[src/rtl/nibble_serial_adder_ctrl_pkg.sv]
// Shared types and constants for the nibble-serial adder controller.
// Optional subtract support is enabled with NIBBLE_SERIAL_ADDER_SUB_EN.
package nibble_serial_adder_ctrl_pkg;

  localparam int NIBBLE_W = 4;

  typedef enum logic [1:0] {
    IDLE = 2'd0,
    RUN  = 2'd1,
    DONE = 2'd2
  } state_t;

  // Number of slice passes needed for an operand of the given width.
  function automatic int num_nibbles(input int width);
    return width / NIBBLE_W;
  endfunction

endpackage

[src/rtl/nibble_serial_adder_ctrl_slice.sv]
// Purely combinational 4-bit carry-lookahead adder slice, shared by every
// nibble pass of the serial controller.
module nibble_cla_slice
  import nibble_serial_adder_ctrl_pkg::*;
(
  input  logic [NIBBLE_W-1:0] a4,
  input  logic [NIBBLE_W-1:0] b4,
  input  logic                cin,
  output logic [NIBBLE_W-1:0] s4,
  output logic                cout
);

  logic [NIBBLE_W-1:0] g;
  logic [NIBBLE_W-1:0] p;
  logic [NIBBLE_W:0]   c;

  assign g = a4 & b4;
  assign p = a4 ^ b4;

  // Every carry is expanded directly from cin so none waits on a lower bit.
  assign c[0] = cin;
  assign c[1] = g[0] | (p[0] & cin);
  assign c[2] = g[1] | (p[1] & g[0]) | (p[1] & p[0] & cin);
  assign c[3] = g[2] | (p[2] & g[1]) | (p[2] & p[1] & g[0])
              | (p[2] & p[1] & p[0] & cin);
  assign c[4] = g[3] | (p[3] & g[2]) | (p[3] & p[2] & g[1])
              | (p[3] & p[2] & p[1] & g[0])
              | (p[3] & p[2] & p[1] & p[0] & cin);

  assign s4   = p ^ c[NIBBLE_W-1:0];
  assign cout = c[NIBBLE_W];

endmodule

[src/rtl/nibble_serial_adder_ctrl.sv]
// Multi-cycle WIDTH-bit adder: one nibble per cycle through a shared CLA slice.
// Define NIBBLE_SERIAL_ADDER_SUB_EN to add the sub port and subtract support.
module nibble_serial_adder_ctrl
  import nibble_serial_adder_ctrl_pkg::*;
#(
  parameter int WIDTH = 16  // multiple of NIBBLE_W, at least NIBBLE_W
) (
  input  logic             clk,
  input  logic             rst,
  input  logic             in_valid,
  output logic             in_ready,
  input  logic [WIDTH-1:0] a,
  input  logic [WIDTH-1:0] b,
  input  logic             ci,
`ifdef NIBBLE_SERIAL_ADDER_SUB_EN
  input  logic             sub,
`endif
  output logic             out_valid,
  input  logic             out_ready,
  output logic [WIDTH-1:0] sum,
  output logic             co,
  output logic             ovf
);

  localparam int NIBBLES = num_nibbles(WIDTH);
  localparam int IDX_W   = (NIBBLES > 1) ? $clog2(NIBBLES) : 1;
  localparam int MSB     = WIDTH - 1;
  localparam logic [IDX_W-1:0] LAST_IDX = IDX_W'(NIBBLES - 1);

  state_t              state;
  logic [WIDTH-1:0]    a_q;
  logic [WIDTH-1:0]    b_q;     // holds the effective (possibly inverted) b
  logic                carry_q;
  logic [IDX_W-1:0]    idx;

  logic [WIDTH-1:0]    b_eff;
  logic                cin_init;
  logic [NIBBLE_W-1:0] slice_a;
  logic [NIBBLE_W-1:0] slice_b;
  logic [NIBBLE_W-1:0] slice_s;
  logic                slice_cout;

  // NOTE: defaults first so every path assigns every output -- no latch.
  always_comb begin
    b_eff    = b;
    cin_init = ci;
`ifdef NIBBLE_SERIAL_ADDER_SUB_EN
    if (sub) begin
      b_eff    = ~b;
      cin_init = ~ci;
    end
`endif
  end

  assign slice_a = a_q[idx*NIBBLE_W +: NIBBLE_W];
  assign slice_b = b_q[idx*NIBBLE_W +: NIBBLE_W];

  nibble_cla_slice u_slice (
    .a4   (slice_a),
    .b4   (slice_b),
    .cin  (carry_q),
    .s4   (slice_s),
    .cout (slice_cout)
  );

  // NOTE: non-blocking assignments for all state so every register samples
  // pre-edge values, independent of statement order.
  always_ff @(posedge clk) begin
    if (rst) begin
      state     <= IDLE;
      in_ready  <= 1'b1;
      out_valid <= 1'b0;
      sum       <= '0;
      co        <= 1'b0;
      ovf       <= 1'b0;
      idx       <= '0;
      carry_q   <= 1'b0;
      a_q       <= '0;
      b_q       <= '0;
    end else begin
      unique case (state)
        IDLE: begin
          if (in_valid && in_ready) begin
            a_q      <= a;
            b_q      <= b_eff;
            carry_q  <= cin_init;
            sum      <= '0;
            idx      <= '0;
            in_ready <= 1'b0;
            state    <= RUN;
          end
        end

        RUN: begin
          sum[idx*NIBBLE_W +: NIBBLE_W] <= slice_s;
          carry_q <= slice_cout;
          idx     <= idx + 1'b1;
          if (idx == LAST_IDX) begin
            co        <= slice_cout;
            // slice_s[3] is the final sum MSB on the last pass.
            ovf       <= (a_q[MSB] == b_q[MSB]) && (slice_s[NIBBLE_W-1] != a_q[MSB]);
            out_valid <= 1'b1;
            state     <= DONE;
          end
        end

        DONE: begin
          if (out_valid && out_ready) begin
            out_valid <= 1'b0;
            in_ready  <= 1'b1;
            state     <= IDLE;
          end
        end

        default: begin
          state     <= IDLE;
          in_ready  <= 1'b1;
          out_valid <= 1'b0;
        end
      endcase
    end
  end

endmodule

[config.mk]
export PLATFORM = sky130hd
export DESIGN_NAME = nibble_serial_adder_ctrl
export DESIGN_NICKNAME = d
export VERILOG_FILES = /design/src/rtl/nibble_serial_adder_ctrl_pkg.sv /design/src/rtl/nibble_serial_adder_ctrl_slice.sv /design/src/rtl/nibble_serial_adder_ctrl.sv
export SDC_FILE = /design/constraint.sdc
export NUM_CORES = 1
export LEC_CHECK = 0
export ABC_CLOCK_PERIOD_IN_PS = 4390
export CORE_MARGIN = 8
export CORE_UTILIZATION = 44
export CTS_CLUSTER_SIZE = 30
export DETAILED_ROUTE_END_ITERATION = 16
export PLACE_DENSITY = 0.71
export SYNTH_ARGS = -nofsm -noshare
export SYNTH_HDL_FRONTEND = slang
export SYNTH_SLANG_ARGS = --single-unit
export TNS_END_PERCENT = 5
[constraint.sdc]
create_clock -name clk -period 4.39 [get_ports clk]
set_input_delay 0.878 -clock clk [delete_from_list [all_inputs] [get_ports clk]]
set_output_delay 0.878 -clock clk [all_outputs]
set_load 0.1 [all_outputs]
==> metrics.md, run 1 <==
| Metric | Value |
|---|---|
| Post-route design area | 0.00334 sq mm |
| Met3 track demand over resource | 0.0522 |
| GRT busiest layer | met2 |
| Simple-gate portion of the synthesized area | 0.227 |
| Final worst path period share | 0.671 |
| Post-DP Area | 0.00313 sq mm |
| Inst Count DP | 402 |
| Full die area | 0.00850 sq mm |
| Max Fanout on Critical Path | 17 |
| Max Buffers Root-to-Sink | 2 |
| Largest net degree at the start of global routing | 60 |
| Unrepaired setup endpoints after global routing | no |
| GRT Overall Usage | 0.144 |
| DRC | 0 |
| Required @ worst endpoint | 4.63 ns |
| Slew HR | 0.161 |
| Top cell type's share of synthesized area | 0.447 |
| VDD IR-drop max | 238 uV |
| CTS root buffer | clkbuf_8 |
| Post-cts resize count | 0 |
| IO Pins | 57 |
| Status | complete, no violations |
| Most common cell in the netlist | nand2_1 |
| Core footprint | 0.00557 sq mm |
| Clock Skew | 0.00448 ns |
| Register bit total from synthesis | 57 |
| Hold Buf Count CTS | 0 |
| WL final | 5900 um |
| Top cells by count, synth | 74 x nand2_1, 57 x dfxtp_1, 45 x a21oi_1 |
| TritonCTS Sinks | 57 |
| Initial antenna violation count | 0 |
| Post-synth ARST share | 0 |
| Setup crit end kind | register |
| Synth Area in Adders | 0.0568 |
| Post-layout util | 0.599 |
| Met2 Use GR | 0.229 |
| DR pass1 iterations | 4 |
| Critical path cell sequence | mux4_2 > ha_1 > a211oi_1 > o21ai_1 > a31o_2 > a311oi_1 |
| Final setup TNS | 0 ns |
| Synthesis-to-finish area growth | 30.8% |
| Setup crit start kind | register |
| WP data arrival | 3.19 ns |
| Max_cap viols | 0 |
| DIE WIDTH | 92.2 um |
| Power per cell area | 379 mW/mm^2 |
| IO Port Bufs | 56 |
| Fin. max-slew vios | 0 |
| Critical path class | register to register |
| Fillers | 517 |
| Worst Tran Pin Value | 1.25 ns |
| Mapped cell area | 0.00255 sq mm |
| Final setup fails | 0 |
| Max incr delay on CP | 0.89 ns |
| Worst-path clk slew | 0.06 ns |
| Hpwl dp | 4200 um |
| Post-synth EDFFs | 0 |
| Main synth FF type | dfxtp_1 |
| Routed via count | 2190 |
| Synth top area cells | dfxtp_1 45%, nand2_1 11%, a21oi_1 8.8%, mux4_2 7.1%, ha_1 4.9% |
| Static Leak | 1.22 nW |
| Vias in the first global route | 2166 |
| Syn avg cell area | 8.81 sq um |
| Post-route minimum period | 2.95 ns |
| Synth warn | 0 |
| Num CTS Buffers | 9 |
| Dominant combinational cell family by area after synthesis | simple AND/OR/NAND/NOR gates |
| Site Rows | 27 |
| Share of layout cells above drive strength 1 | 0.0896 |
| Synth cell types | 38 |
| Worst hold path type | register to register |
| Grt total ovfl | 0 |
| Htree depth | 3 |
| Starting Density | 0.458 |
| Family with the most delay on the worst path | compound AO/OA/AOI/OAI gates |
| Routed vias/inst | 5.24 |
| TritonCTS clock tree | built |
| Slowest stage cell, crit path | dfxtp_1 |
| Post-synthesis sequential area ratio | 0.447 |
| Iter 0 DRT Violations | 96 |
| Die H | 92.2 um |
| GPL Wtd Cong | 0.780 |
| Mux share of post-synthesis cell area | 0.0706 |
| Post-Synthesis Cells | 290 |
| Global-route wire length before repair | 9940 um |
| ANT nets after route | 0 |
| Antenna fix cells | 0 |
| Post-route insts no fill | 418 |
| Clock Latency Late Sink | 0.33 ns |
| Cell taking the most area after synthesis | dfxtp_1 |
| Achievable Freq | 339 MHz |
| Post-CTS Setup Bufs | 0 |
| Final hold violation count | 0 |
| Compound-Gate Fraction of Synth Area | 0.159 |
| Nets | 389 |
| Synth Net Count | 338 |
| Buf/Inv on CP | 0 |
| Met1 usage | 0.165 |
| XOR/XNOR share of the synthesized area | 0.00686 |
| DR WL/cell | 14.1 um |
## logic make-up (layout without fill, tap and decap cells)
group / count (synthesis) / count (layout)
buf+inv: 21 / 77
compound gates: 70 / 70
mux: 8 / 8
flops: 57 / 57
fa+ha+maj: 11 / 11
xor+xnor: 2 / 2
simple gates: 121 / 121
## metrics by stage
step	setup WS [ns]	hold slack, ns	power [mW]
detailed placement	1.41	0.446	0.770
global placement	1.44	0.441	0.765
finish	1.44	0.452	1.26
CTS	1.41	0.454	1.28
global route	1.21	0.474	1.32
floorplan	1.79	0.433	0.704
## layout make-up
type                       count  area (sq um)  area share
clock buffer                  14           173      0.0517
clock inverter                 2          35.0      0.0105
inverter                       5          18.8     0.00562
multi-input combinational    212          1330       0.397
sequential                    57          1140       0.342
tap                           72          90.1      0.0270
timing repair buffer          56           556       0.166
## layer usage
layer	routed length, um	vias up
li1	-	1113
met1	2710	1006
met2	2700	60
met3	368	11
met4	122	0
met5	0	-
## final timing paths
kind,startpoint,to,slack (ns),cells past startpoint
setup / recovery,idx[0]$_SDFFE_PP0P_,ovf$_SDFFE_PP0P_,1.44,6
hold / removal,a_q[14]$_SDFFE_PP0P_,a_q[14]$_SDFFE_PP0P_,0.45,2
setup reg to reg,idx[0]$_SDFFE_PP0P_,ovf$_SDFFE_PP0P_,1.44,6
hold reg to reg,a_q[14]$_SDFFE_PP0P_,a_q[14]$_SDFFE_PP0P_,0.45,2
## tightest hold or removal path, stage by stage (launching register included)
cell and delay, ns:
dfxtp_1 0.31, nand2_1 0.05, a21oi_1 0.05
## layout by cell type, fill, tap and decap left out, drive strengths merged, types with 2 or more instances in the layout
cell type,n
xor2,2
nand4,5
dfxtp,57
nand2,74
inv,5
nand2b,4
clkdlybuf4s50,55
o21ai,5
mux4,8
nor2,19
a21oi,45
clkbuf,14
a31o,2
nand3b,4
a21o,2
a211oi,2
and3,2
nand3,2
nor3,2
and4bb,2
ha,10
a22oi,9
## power breakdown
| group | internal [mW] | leakage (nW) | switching, mW | total (mW) |
|---|---|---|---|---|
| sequential | 0.543 | 0.464 | 0.0223 | 0.565 |
| clock | 0.308 | 0.107 | 0.199 | 0.508 |
| combinational | 0.0830 | 0.651 | 0.109 | 0.192 |
| total | 0.934 | 1.22 | 0.330 | 1.26 |
## sequential cells by signal (all words and copies together) (netlist names)
name / count
state: 2
b_q: 16
sum: 16
in_ready: 1
co: 1
out_valid: 1
a_q: 16
idx: 2
carry_q: 1
ovf: 1
No activity file was read; power rests on OpenSTA's default activity.
==> run 2: changes to the inputs <==
--- a/config.mk
+++ b/config.mk
@@ -5,12 +5,12 @@
 export SDC_FILE = /design/constraint.sdc
 export NUM_CORES = 1
 export LEC_CHECK = 0
-export ABC_CLOCK_PERIOD_IN_PS = 4390
+export ABC_CLOCK_PERIOD_IN_PS = 2700
 export CORE_MARGIN = 8
 export CORE_UTILIZATION = 44
 export CTS_CLUSTER_SIZE = 30
 export DETAILED_ROUTE_END_ITERATION = 16
-export PLACE_DENSITY = 0.71
+export PLACE_DENSITY = 0.74
 export SYNTH_ARGS = -nofsm -noshare
 export SYNTH_HDL_FRONTEND = slang
 export SYNTH_SLANG_ARGS = --single-unit
==> constraint.sdc (replaced) <==
create_clock -name clk -period 2.7 [get_ports clk]
set_input_delay 0.54 -clock clk [delete_from_list [all_inputs] [get_ports clk]]
set_output_delay 0.54 -clock clk [all_outputs]
set_load 0.1 [all_outputs]
==> metrics.md, run 2 (synthesis results as in run 1) <==
| Metric | Value |
|---|---|
| Unrepaired setup endpoints after global routing | no |
| Clock Latency Late Sink | 0.34 ns (about the same) |
| Hold Buf Count CTS | 0 (unchanged) |
| Post-cts resize count | 0 (unchanged) |
| Fillers | 497 (-3.9%) |
| Setup slack after layout | 0.227 ns (-1.22 ns) |
| Share of layout cells above drive strength 1 | 0.164 (+0.0747) |
| Setup crit end kind | register |
| Slowest stage cell, crit path | mux4_2 |
| Htree depth | 3 (unchanged) |
| HP Start | a_q[11]$_SDFFE_PP0P_ |
| Global-route wire length before repair | 10300 um (+3.1%) |
| Commonest non-fill, non-tap cells in the layout | 74 x nand2_1, 57 x dfxtp_1, 45 x a21oi_1 |
| Initial antenna violation count | 0 (unchanged) |
| Power per cell area | 621 mW/mm^2 (+64%) |
| Worst Tran Pin Value | 0.470 ns (-0.785 ns) |
| GRT Overall Usage | 0.149 (+0.00579) |
| Worst flop-to-flop path startpoint | idx[0]$_SDFFE_PP0P_ |
| Full die area | 0.00850 sq mm (unchanged) |
| Site Rows | 27 (unchanged) |
| Routed via count | 2218 (+1.3%) |
| Slew HR | 0.685 (+0.524) |
| Critical path class | register to register |
| Num CTS Buffers | 9 (unchanged) |
| Nets | 396 (+1.8%) |
| Fin. max-slew vios | 0 (unchanged) |
| Max incr delay on CP | 0.62 ns (-0.27 ns) |
| IO Pins | 57 (unchanged) |
| Reg2reg setup slack | 0.23 ns (-1.22 ns) |
| Die H | 92.2 um (unchanged) |
| IO Port Bufs | 56 (unchanged) |
| Largest net degree at the start of global routing | 34 (-43%) |
| Achievable Freq | 404 MHz (+19%) |
| Final setup TNS | 0 ns (unchanged) |
| Worst-path clk slew | 0.07 ns (about the same) |
| Inst Count DP | 409 (+1.7%) |
| Commonest non-fill, non-tap cell in the layout | nand2_1 |
| Cells on worst reg2reg path | 6 (unchanged) |
| Clock Skew | 0.0103 ns (+0.00580 ns) |
| Hold endpoint | a_q[11]$_SDFFE_PP0P_ |
| TritonCTS clock tree | built |
| Synthesis-to-finish area growth | 30.9% (about the same) |
| Hold path depth | 2 (unchanged) |
| WL final | 6050 um (+2.5%) |
| Max Buffers Root-to-Sink | 2 (unchanged) |
| GPL Wtd Cong | 0.816 (+4.6%) |
| Core footprint | 0.00557 sq mm (unchanged) |
| DR WL/cell | 14.2 um (+0.77%) |
| Post-Place Setup Slack | 0.204 ns (-1.20 ns) |
| Final worst path period share | 0.916 (+0.244) |
| DR pass1 iterations | 5 (+1) |
| DRC | 0 (unchanged) |
| Max Fanout on Critical Path | 7 (-10) |
| Setup crit start kind | register |
| DIE WIDTH | 92.2 um (unchanged) |
| Post-route insts no fill | 425 (+1.7%) |
| Family with the most delay on the worst path | compound AO/OA/AOI/OAI gates |
| Antenna fix cells | 0 (unchanged) |
| CTS root buffer | clkbuf_8 |
| Worst hold path type | register to register |
| Status | complete, no violations |
| Final hold violation count | 0 (unchanged) |
| Grt total ovfl | 0 (unchanged) |
| Iter 0 DRT Violations | 97 (+1.0%) |
| Largest registers in the final layout | a_q x16, b_q x16, sum x16 |
| Critical path cell sequence | mux4_2 > ha_1 > a211oi_1 > o21ai_1 > a31o_2 > a311oi_1 |
| WP data arrival | 2.73 ns (-0.46 ns) |
| TritonCTS Sinks | 57 (unchanged) |
| Required @ worst endpoint | 2.96 ns (-1.67 ns) |
| R2r endpoint | ovf$_SDFFE_PP0P_ |
| Post-CTS Setup Bufs | 0 (unchanged) |
| Max_cap viols | 0 (unchanged) |
| Final setup fails | 0 (unchanged) |
| Static Leak | 1.30 nW (+6.1%) |
| VDD IR-drop max | 363 uV (+53%) |
| Total Power | 2.08 mW (+64%) |
| Post-route minimum period | 2.47 ns (-0.475 ns) |
| Vias in the first global route | 2231 (+3.0%) |
| ANT nets after route | 0 (unchanged) |
| Hpwl dp | 4460 um (+6.3%) |
| Buf/Inv on CP | 0 (unchanged) |
| Routed vias/inst | 5.22 (-0.39%) |
| Starting Density | 0.458 (unchanged) |
[run 2: changes by cell type in the layout (fill, tap and decap cells not counted)]
cell	delta
buf_4	+27
clkdlybuf4s50_1	-20
[run 2: how the worst max path moves through the flow]
stage / depth (start not counted) / to / start / slack (ns)
floorplan: 7 / ovf$_SDFFE_PP0P_ / idx[0]$_SDFFE_PP0P_ / 0.10
global placement: 6 / ovf$_SDFFE_PP0P_ / idx[0]$_SDFFE_PP0P_ / 0.22
detailed placement: 6 / ovf$_SDFFE_PP0P_ / idx[0]$_SDFFE_PP0P_ / 0.20
CTS: 6 / ovf$_SDFFE_PP0P_ / idx[0]$_SDFFE_PP0P_ / 0.19
global route: 6 / ovf$_SDFFE_PP0P_ / idx[0]$_SDFFE_PP0P_ / 0.02
finish: 6 / ovf$_SDFFE_PP0P_ / idx[0]$_SDFFE_PP0P_ / 0.23
[run 2: worst min-delay path: cells and delay by family (launching register included)]
family	cells	cell delay, ns
simple gates	1	0.05
flops	1	0.30
compound gates	1	0.05
[run 2: cell type report]
cell class / instances / area (sq um) / area share
clock buffers: 14 / 173 / 0.0516
inverters: 5 / 18.8 / 0.00561
repair buffers: 63 / 558 / 0.167
multi-input cells: 212 / 1330 / 0.397
well taps: 72 / 90.1 / 0.0269
clock inverters: 2 / 35.0 / 0.0105
flip-flops and latches: 57 / 1140 / 0.341
[run 2: per-layer routing]
layer	GRT usage	vias up	routed length [um]
li1	-	1126	-
met1	0.171	1021	2730
met2	0.239	60	2810
met3	0.0538	11	377
met4	0.0805	0	136
met5	0	-	0
[run 2: per-stage QoR]
stage / hold WS, ns / cell area [sq um] / utilization
2_1_floorplan: 0.433 / 2550 / -
3_3_place_gp: 0.442 / 3140 / 0.563
3_5_place_dp: 0.446 / 3140 / 0.563
4_1_cts: 0.453 / 3340 / 0.600
5_1_grt: 0.476 / 3340 / 0.600
6_report: 0.449 / 3340 / 0.600
[run 2: power breakdown]
| part | internal, mW | switching [mW] | leakage, nW | total [mW] |
|---|---|---|---|---|
| sequential | 0.883 | 0.0311 | 0.464 | 0.914 |
| combinational | 0.143 | 0.187 | 0.725 | 0.330 |
| clock | 0.501 | 0.330 | 0.107 | 0.831 |
| total | 1.53 | 0.548 | 1.30 | 2.08 |
